==> config.mk <==
export PLATFORM = sky130hd
export DESIGN_NAME = sync_fifo_flex_flat
export DESIGN_NICKNAME = d
export VERILOG_FILES = /design/src/rtl/fifo_pkg.sv /design/src/rtl/sync_fifo_flex_if.sv /design/src/rtl/fifo_ram.sv /design/src/rtl/sync_fifo_flex.sv /design/src/flat_wrapper.sv
export SDC_FILE = /design/constraint.sdc
export NUM_CORES = 1
export LEC_CHECK = 0
export ABC_CLOCK_PERIOD_IN_PS = 4400
export CAP_MARGIN = 15
export CELL_PAD_IN_SITES_DETAIL_PLACEMENT = 1
export CELL_PAD_IN_SITES_GLOBAL_PLACEMENT = 1
export CORE_UTILIZATION = 55
export DETAILED_ROUTE_END_ITERATION = 7
export PLACE_DENSITY = 0.8
export SLEW_MARGIN = 20
export SYNTH_ARGS = -nofsm -noshare
export SYNTH_HDL_FRONTEND = slang
export SYNTH_SLANG_ARGS = --single-unit
==> constraint.sdc <==
create_clock -name clk -period 4.4 [get_ports clk]
set_input_delay 0.44 -clock clk [delete_from_list [all_inputs] [get_ports clk]]
set_output_delay 0.44 -clock clk [all_outputs]
set_load 0.05 [all_outputs]
==> src/rtl/fifo_pkg.sv <==
// Shared definitions for the single-clock FIFO family: read-mode constants,
// counter sizing and the legal-range check for the occupancy thresholds.
package fifo_pkg;

  localparam int FIFO_MODE_STD  = 0;
  localparam int FIFO_MODE_FWFT = 1;

  // Occupancy runs 0..DEPTH inclusive, so it needs one bit more than the address.
  function automatic int count_width(input int addr_width);
    return addr_width + 1;
  endfunction

  function automatic bit thresh_ok(input int addr_width, input int af_thresh,
                                   input int ae_thresh);
    int depth;
    depth = 1 << addr_width;
    return (addr_width >= 1) &&
           (af_thresh >= 1) && (af_thresh <= depth) &&
           (ae_thresh >= 0) && (ae_thresh <= depth - 1);
  endfunction

endpackage

==> src/rtl/sync_fifo_flex_if.sv <==
// Producer/consumer-facing bundle of the FIFO: the FIFO owns the slave side,
// the surrounding stage (or a bench) owns the master side.
interface sync_fifo_flex_if
  import fifo_pkg::*;
#(
  parameter int DATA_WIDTH = 8,
  parameter int ADDR_WIDTH = 4
);

  localparam int CNT_W = count_width(ADDR_WIDTH);

  logic                  clear;
  logic                  wr_en;
  logic [DATA_WIDTH-1:0] wr_data;
  logic                  rd_en;
  logic [DATA_WIDTH-1:0] rd_data;
  logic                  rd_valid;
  logic                  full;
  logic                  empty;
  logic                  almost_full;
  logic                  almost_empty;
  logic [CNT_W-1:0]      count;
  logic                  overflow;
  logic                  underflow;

  modport master (
    output clear, wr_en, wr_data, rd_en,
    input  rd_data, rd_valid, full, empty, almost_full, almost_empty,
           count, overflow, underflow
  );

  modport slave (
    input  clear, wr_en, wr_data, rd_en,
    output rd_data, rd_valid, full, empty, almost_full, almost_empty,
           count, overflow, underflow
  );

endinterface

==> src/rtl/fifo_ram.sv <==
// Storage array for the FIFO: one synchronous write port and one
// combinational read port, so the head word is visible without a read cycle.
module fifo_ram #(
  parameter int DATA_WIDTH = 8,
  parameter int ADDR_WIDTH = 4
) (
  input  logic                  clk,
  input  logic                  wr_en,
  input  logic [ADDR_WIDTH-1:0] wr_addr,
  input  logic [DATA_WIDTH-1:0] wr_data,
  input  logic [ADDR_WIDTH-1:0] rd_addr,
  output logic [DATA_WIDTH-1:0] rd_data
);

  localparam int DEPTH = 1 << ADDR_WIDTH;

  logic [DATA_WIDTH-1:0] mem_q [DEPTH];

  // NOTE: the array has no reset; occupancy is tracked by the pointers, and a
  // reset term here would block mapping onto RAM or LUT-RAM primitives.
  always_ff @(posedge clk) begin
    if (wr_en) begin
      mem_q[wr_addr] <= wr_data;
    end
  end

  assign rd_data = mem_q[rd_addr];

endmodule

==> src/rtl/sync_fifo_flex.sv <==
// Single-clock FIFO with standard or first-word-fall-through read, occupancy
// count, almost-full/empty thresholds, synchronous flush and sticky error flags.
module sync_fifo_flex
  import fifo_pkg::*;
#(
  parameter int DATA_WIDTH = 8,
  parameter int ADDR_WIDTH = 4,
  parameter int FWFT       = FIFO_MODE_STD,
  parameter int AF_THRESH  = 14,
  parameter int AE_THRESH  = 2
) (
  input logic             clk,
  input logic             rst_n,
  sync_fifo_flex_if.slave fifo
);

  localparam int DEPTH = 1 << ADDR_WIDTH;
  localparam int PTR_W = ADDR_WIDTH + 1;
  localparam int CNT_W = count_width(ADDR_WIDTH);

  localparam logic [PTR_W-1:0] PTR_ONE  = PTR_W'(1);
  localparam logic [CNT_W-1:0] CNT_ONE  = CNT_W'(1);
  localparam logic [CNT_W-1:0] DEPTH_C  = CNT_W'(DEPTH);
  localparam logic [CNT_W-1:0] AF_C     = CNT_W'(AF_THRESH);
  localparam logic [CNT_W-1:0] AE_C     = CNT_W'(AE_THRESH);

  if (!thresh_ok(ADDR_WIDTH, AF_THRESH, AE_THRESH)) begin : g_bad_thresh
    $error("sync_fifo_flex: ADDR_WIDTH/AF_THRESH/AE_THRESH out of legal range");
  end
  if (FWFT != FIFO_MODE_STD && FWFT != FIFO_MODE_FWFT) begin : g_bad_mode
    $error("sync_fifo_flex: FWFT must be 0 or 1");
  end

  logic [PTR_W-1:0]      wr_ptr_q, wr_ptr_d;
  logic [PTR_W-1:0]      rd_ptr_q, rd_ptr_d;
  logic [CNT_W-1:0]      count_q, count_d;
  logic [DATA_WIDTH-1:0] rd_data_q, rd_data_d;
  logic                  rd_valid_q, rd_valid_d;
  logic                  overflow_q, overflow_d;
  logic                  underflow_q, underflow_d;

  logic                  full, empty;
  logic                  wr_acc, rd_acc;
  logic [DATA_WIDTH-1:0] head_data;

  // Status is decoded from the registered count, so each accepted operation
  // shows up on the flags one cycle later.
  assign full   = (count_q == DEPTH_C);
  assign empty  = (count_q == '0);

  // Acceptance uses start-of-cycle full/empty; a flush cancels both sides.
  assign wr_acc = fifo.wr_en && !full  && !fifo.clear;
  assign rd_acc = fifo.rd_en && !empty && !fifo.clear;

  fifo_ram #(
    .DATA_WIDTH (DATA_WIDTH),
    .ADDR_WIDTH (ADDR_WIDTH)
  ) u_ram (
    .clk     (clk),
    .wr_en   (wr_acc),
    .wr_addr (wr_ptr_q[ADDR_WIDTH-1:0]),
    .wr_data (fifo.wr_data),
    .rd_addr (rd_ptr_q[ADDR_WIDTH-1:0]),
    .rd_data (head_data)
  );

  // NOTE: every variable gets its hold value first, so no path through the
  // branches below leaves one unassigned and no latch is inferred.
  always_comb begin
    wr_ptr_d    = wr_ptr_q;
    rd_ptr_d    = rd_ptr_q;
    count_d     = count_q;
    rd_data_d   = rd_data_q;
    rd_valid_d  = 1'b0;
    overflow_d  = overflow_q;
    underflow_d = underflow_q;

    if (fifo.clear) begin
      wr_ptr_d    = '0;
      rd_ptr_d    = '0;
      count_d     = '0;
      overflow_d  = 1'b0;
      underflow_d = 1'b0;
    end else begin
      if (wr_acc) wr_ptr_d = wr_ptr_q + PTR_ONE;
      if (rd_acc) rd_ptr_d = rd_ptr_q + PTR_ONE;

      unique case ({wr_acc, rd_acc})
        2'b10:   count_d = count_q + CNT_ONE;
        2'b01:   count_d = count_q - CNT_ONE;
        default: count_d = count_q;
      endcase

      if (fifo.wr_en && full)  overflow_d  = 1'b1;
      if (fifo.rd_en && empty) underflow_d = 1'b1;

      if (rd_acc) begin
        rd_data_d  = head_data;
        rd_valid_d = 1'b1;
      end
    end
  end

  // NOTE: state registers use non-blocking assignments so every flop samples
  // the pre-edge value of every other flop, independent of statement order.
  always_ff @(posedge clk or negedge rst_n) begin
    if (!rst_n) begin
      wr_ptr_q    <= '0;
      rd_ptr_q    <= '0;
      count_q     <= '0;
      rd_data_q   <= '0;
      rd_valid_q  <= 1'b0;
      overflow_q  <= 1'b0;
      underflow_q <= 1'b0;
    end else begin
      wr_ptr_q    <= wr_ptr_d;
      rd_ptr_q    <= rd_ptr_d;
      count_q     <= count_d;
      rd_data_q   <= rd_data_d;
      rd_valid_q  <= rd_valid_d;
      overflow_q  <= overflow_d;
      underflow_q <= underflow_d;
    end
  end

  // FWFT presents the head word straight off the array; it reads as zero
  // while empty so stale or uninitialised storage never leaks out.
  always_comb begin
    if (FWFT == FIFO_MODE_FWFT) begin
      fifo.rd_data  = empty ? '0 : head_data;
      fifo.rd_valid = !empty;
    end else begin
      fifo.rd_data  = rd_data_q;
      fifo.rd_valid = rd_valid_q;
    end
  end

  assign fifo.full         = full;
  assign fifo.empty        = empty;
  assign fifo.almost_full  = (count_q >= AF_C);
  assign fifo.almost_empty = (count_q <= AE_C);
  assign fifo.count        = count_q;
  assign fifo.overflow     = overflow_q;
  assign fifo.underflow    = underflow_q;

  // Structural invariants: occupancy is bounded and always equals the
  // pointer distance, including across wrap-bit crossings.
  a_count_bound : assert property (@(posedge clk) disable iff (!rst_n)
    count_q <= DEPTH_C);
  a_ptr_distance : assert property (@(posedge clk) disable iff (!rst_n)
    CNT_W'(wr_ptr_q - rd_ptr_q) == count_q);

endmodule

==> src/flat_wrapper.sv <==
// flat-port wrapper written by rule: the top's interface ports become plain ports
module sync_fifo_flex_flat import fifo_pkg::*;
#(
  parameter int DATA_WIDTH = 8,
  parameter int ADDR_WIDTH = 4,
  parameter int FWFT       = FIFO_MODE_STD,
  parameter int AF_THRESH  = 14,
  parameter int AE_THRESH  = 2
)
  (clk, rst_n, fifo_clear, fifo_wr_en, fifo_wr_data, fifo_rd_en, fifo_rd_data, fifo_rd_valid, fifo_full, fifo_empty, fifo_almost_full, fifo_almost_empty, fifo_count, fifo_overflow, fifo_underflow);
  sync_fifo_flex_if #(.DATA_WIDTH(DATA_WIDTH), .ADDR_WIDTH(ADDR_WIDTH)) fifo_i ();
  input logic clk;
  input logic rst_n;
  input wire logic [$bits(fifo_i.clear)-1:0] fifo_clear;
  input wire logic [$bits(fifo_i.wr_en)-1:0] fifo_wr_en;
  input wire logic [$bits(fifo_i.wr_data)-1:0] fifo_wr_data;
  input wire logic [$bits(fifo_i.rd_en)-1:0] fifo_rd_en;
  output wire logic [$bits(fifo_i.rd_data)-1:0] fifo_rd_data;
  output wire logic [$bits(fifo_i.rd_valid)-1:0] fifo_rd_valid;
  output wire logic [$bits(fifo_i.full)-1:0] fifo_full;
  output wire logic [$bits(fifo_i.empty)-1:0] fifo_empty;
  output wire logic [$bits(fifo_i.almost_full)-1:0] fifo_almost_full;
  output wire logic [$bits(fifo_i.almost_empty)-1:0] fifo_almost_empty;
  output wire logic [$bits(fifo_i.count)-1:0] fifo_count;
  output wire logic [$bits(fifo_i.overflow)-1:0] fifo_overflow;
  output wire logic [$bits(fifo_i.underflow)-1:0] fifo_underflow;
  assign fifo_i.clear = fifo_clear;
  assign fifo_i.wr_en = fifo_wr_en;
  assign fifo_i.wr_data = fifo_wr_data;
  assign fifo_i.rd_en = fifo_rd_en;
  assign fifo_rd_data = fifo_i.rd_data;
  assign fifo_rd_valid = fifo_i.rd_valid;
  assign fifo_full = fifo_i.full;
  assign fifo_empty = fifo_i.empty;
  assign fifo_almost_full = fifo_i.almost_full;
  assign fifo_almost_empty = fifo_i.almost_empty;
  assign fifo_count = fifo_i.count;
  assign fifo_overflow = fifo_i.overflow;
  assign fifo_underflow = fifo_i.underflow;
  sync_fifo_flex #(.DATA_WIDTH(DATA_WIDTH), .ADDR_WIDTH(ADDR_WIDTH), .FWFT(FWFT), .AF_THRESH(AF_THRESH), .AE_THRESH(AE_THRESH)) u_core (.clk(clk), .rst_n(rst_n), .fifo(fifo_i));
endmodule
==> metrics.md <==
| Metric | Value |
|---|---|
| Number of cell instances on the worst register-to-register path | 9 |
| Max-Slew Margin vs Limit | 29.4% |
| Standby leakage power | 2.56 nW |
| Tmin final | 3090 ps |
| Via count of the first global-routing pass | 3505 |
| Crit path max fanout | 11 |
| Number of levels in the clock H-tree | 4 |
| Worst clock skew | 8.55 ps |
| Overall fraction of global-route tracks in use | 24.2% |
| Cell class contributing the biggest share of worst-path delay | buffers and inverters |
| Unrepaired setup endpoints after global routing | false |
| Violation count after the first detailed-routing iteration | 250 |
| Final-layout fill cell count | 959 |
| Sequential area share after synthesis | 68.7% |
| Syn Nets | 363 |
| Inserted Clock Buffers | 17 |
| Worst R2R End | u_core.fifo.count[4] |
| DPL Wire Length | 8.76 mm |
| Count of clock tree sinks | 152 |
| GP Congestion | 0.816 |
| Top Ports | 33 |
| Setup violation total in the final timing report | 0 |
| Classification of the worst-slack hold path | in2async |
| Number of design rule violations left after detail routing | 0 |
| Hold_buf cts | 0 |
| Power per Cell Area | 615 nW/µm² |
| Floorplan row count | 39 |
| Primary FF master, synth | edfxtp_1 |
| Critical path start-end classification | reg2out |
| Commonest cells in the netlist | edfxtp_1, dfrtp_1, mux4_1, nor2_1, mux4_2 |
| Hold violation count in the final report | 0 |
| Kind of end point of the critical path | output port |
| Final routed wirelength across all metal layers | 13.6 mm |
| Total of buffers placed on input and output ports | 32 |
| Endpoint arrival time on the critical path | 2650 ps |
| Most area-consuming cells after synthesis | edfxtp_1, dfrtp_1, mux4_1, mux4_2, mux2_2 |
| Most common cell in the synthesized netlist | edfxtp_1 |
| Area of the mapped netlist | 6470 µm² |
| Setup tns final | 0 ps |
| Yosys top cell by area | edfxtp_1 |
| Root buffer cell | clkbuf_16 |
| CTS resizes | 0 |
| Post-route fraction of the period consumed by the critical path | 70.2% |
| TritonCTS clock tree | built |
| Net count, final | 397 |
| Max rail drop VDD | 0.494 mV |
| Chip height | 110 µm |
| Wire length of the first global-routing pass | 21.0 mm |
| Via-to-Cell Ratio | 6.20 |
| Remaining Overflow, GRT | 0 |
| Relative area change from synthesis to final layout | 14.7% |
| Synth Warn # | 0 |
| Critical path buffer and inverter count | 2 |
| Full die area | 12200 µm² |
| Cell chain of the critical path | nor4_4 -> nand2_1 -> inv_1 -> clkdlybuf4s50_1 |
| Number of post-CTS setup repair buffers | 0 |
| Via count | 3297 |
| Largest net degree at the start of global routing | 36 |
| Drt wl/cell | 25.5 µm |
| Final count of pins violating max slew | 0 |
| Share of the synthesized area in the top cell type | 59.4% |
| FMAX | 0.324 GHz |
| Share of final-layout standard cells stronger than drive strength 1 | 17.0% |
| Reg clk slew, reported paths | 60 ps |
| Least-Margin Pin Slew | 1060 ps |
| Post-layout power | 4.57 mW |
| Max stage delay cell, worst path | clkdlybuf4s50_1 |
| Setup slack of the worst register-to-register path | 1420 ps |
| Drt pass-1 iters | 4 |
| Number of flops mapped to enable cells by yosys | 128 |
| Cell variety after synth | 43 |
| Syn Inst Count | 343 |
| Clock Tree Buf Depth | 2 |
| Synth async-reset ratio | 15.8% |
| Effective utilization at floorplan | 56.5% |
| Die Width | 110 µm |
| Reg-to-Reg Start | u_core.fifo.count[2] |
| Area of the placeable core | 11500 µm² |
| Delay contributed by the slowest stage of the critical path | 800 ps |
| Outcome | finished, final reports clean |
| Clock insertion delay at the later pin of the skew report | 420 ps |
| Data required time at the worst endpoint | 3960 ps |
| Inserted Diodes | 0 |
| ANT nets after route | 0 |
| Flip-flop and latch count after synthesis | 152 |
| Mapped Avg Cell Area | 18.9 µm² |
| Max-cap viol count | 0 |
| Type of element launching the critical path | register |
| Antenna violations before repair | 0 |
cell families after synthesis:
| kind of cell | after synthesis | synth area share, % |
|---|---|---|
| mux | 52 | 17.3 |
| flops | 152 | 68.7 |
| fa+ha+maj | 7 | 1.35 |
| xor+xnor | 9 | 1.22 |
| simple gates | 80 | 7.05 |
| compound gates | 16 | 1.66 |
| buf+inv | 27 | 2.78 |
final cells by class:
cell class	instances	area, µm²	area share (%)
Inverter	6	22.5	0.303
Clock buffer	19	433	5.83
Sequential cell	152	4450	59.9
Multi-Input combinational cell	164	1850	24.9
Timing Repair Buffer	36	345	4.65
Clock inverter	12	151	2.04
Tap cell	143	179	2.41
layer usage:
layer	up-vias	global-route usage, %	wire length (µm)
met5	-	0	0
met4	0	8.53	177
met3	19	5.93	519
met2	92	38.1	6740
met1	1745	33.1	6120
li1	1441	-	-
flip-flops by register name, indices dropped and copies added, names as in the netlist:
signal and count:
u_core.rd_ptr_q 4, u_core.fifo.overflow 1, u_core.u_ram.mem_q 128, u_core.fifo.rd_data 8, u_core.fifo.count 5, u_core.wr_ptr_q 4, u_core.fifo.rd_valid 1, u_core.fifo.underflow 1
cell usage in the layout, fill, tap and decap left out, types with 6 or more instances in the layout:
master	n
a21oi_1	7
and3_1	6
edfxtp_1	128
nor2_1	21
mux2_2	8
clkdlybuf4s50_1	31
xor2_1	7
inv_1	6
mux4_1	22
ha_1	7
nand2_1	14
dfrtp_1	23
mux4_2	18
and2_1	11
clkbuf_16	17
through the flow:
step	setup WS [ps]	cell area [µm²]	instances	utilization, %	hold WS [ps]
finish	1310	7430	532	64.8	3.95
CTS	1310	7430	532	64.8	505
global route	1180	7430	532	64.8	43.7
global placement	1340	6850	501	59.7	481
floorplan	1550	6470	343	-	144
detailed placement	1200	6850	501	59.7	492
worst max path at each step:
stage	cells after the start	start	slack, ps	end
floorplan	10	u_core.fifo.count[1]	1550	u_core.fifo.count[4]
global placement	10	fifo_rd_en	1340	u_core.fifo.count[4]
detailed placement	10	fifo_rd_en	1200	u_core.fifo.count[4]
CTS	4	u_core.fifo.count[2]	1310	fifo_full
global route	4	u_core.fifo.count[2]	1180	fifo_full
finish	4	u_core.fifo.count[2]	1310	fifo_full
worst register-to-register path, stage by stage (launching register included):
cell and delay (ps):
dfrtp_1 530, nor4_4 580, mux2_4 380, xor2_1 150, ha_1 240, nor2_1 140, and4bb_1 270, nor4_4 210
mux2i_1 250, a41oi_2 110
power breakdown:
part / total, mW / internal (mW) / switching, mW
Combinational: 1.27 / 0.563 / 0.704
Sequential: 1.85 / 1.65 / 0.198
Clock: 1.45 / 0.887 / 0.565
Total: 4.57 / 3.10 / 1.47
(Power assumes the default switching activity.)
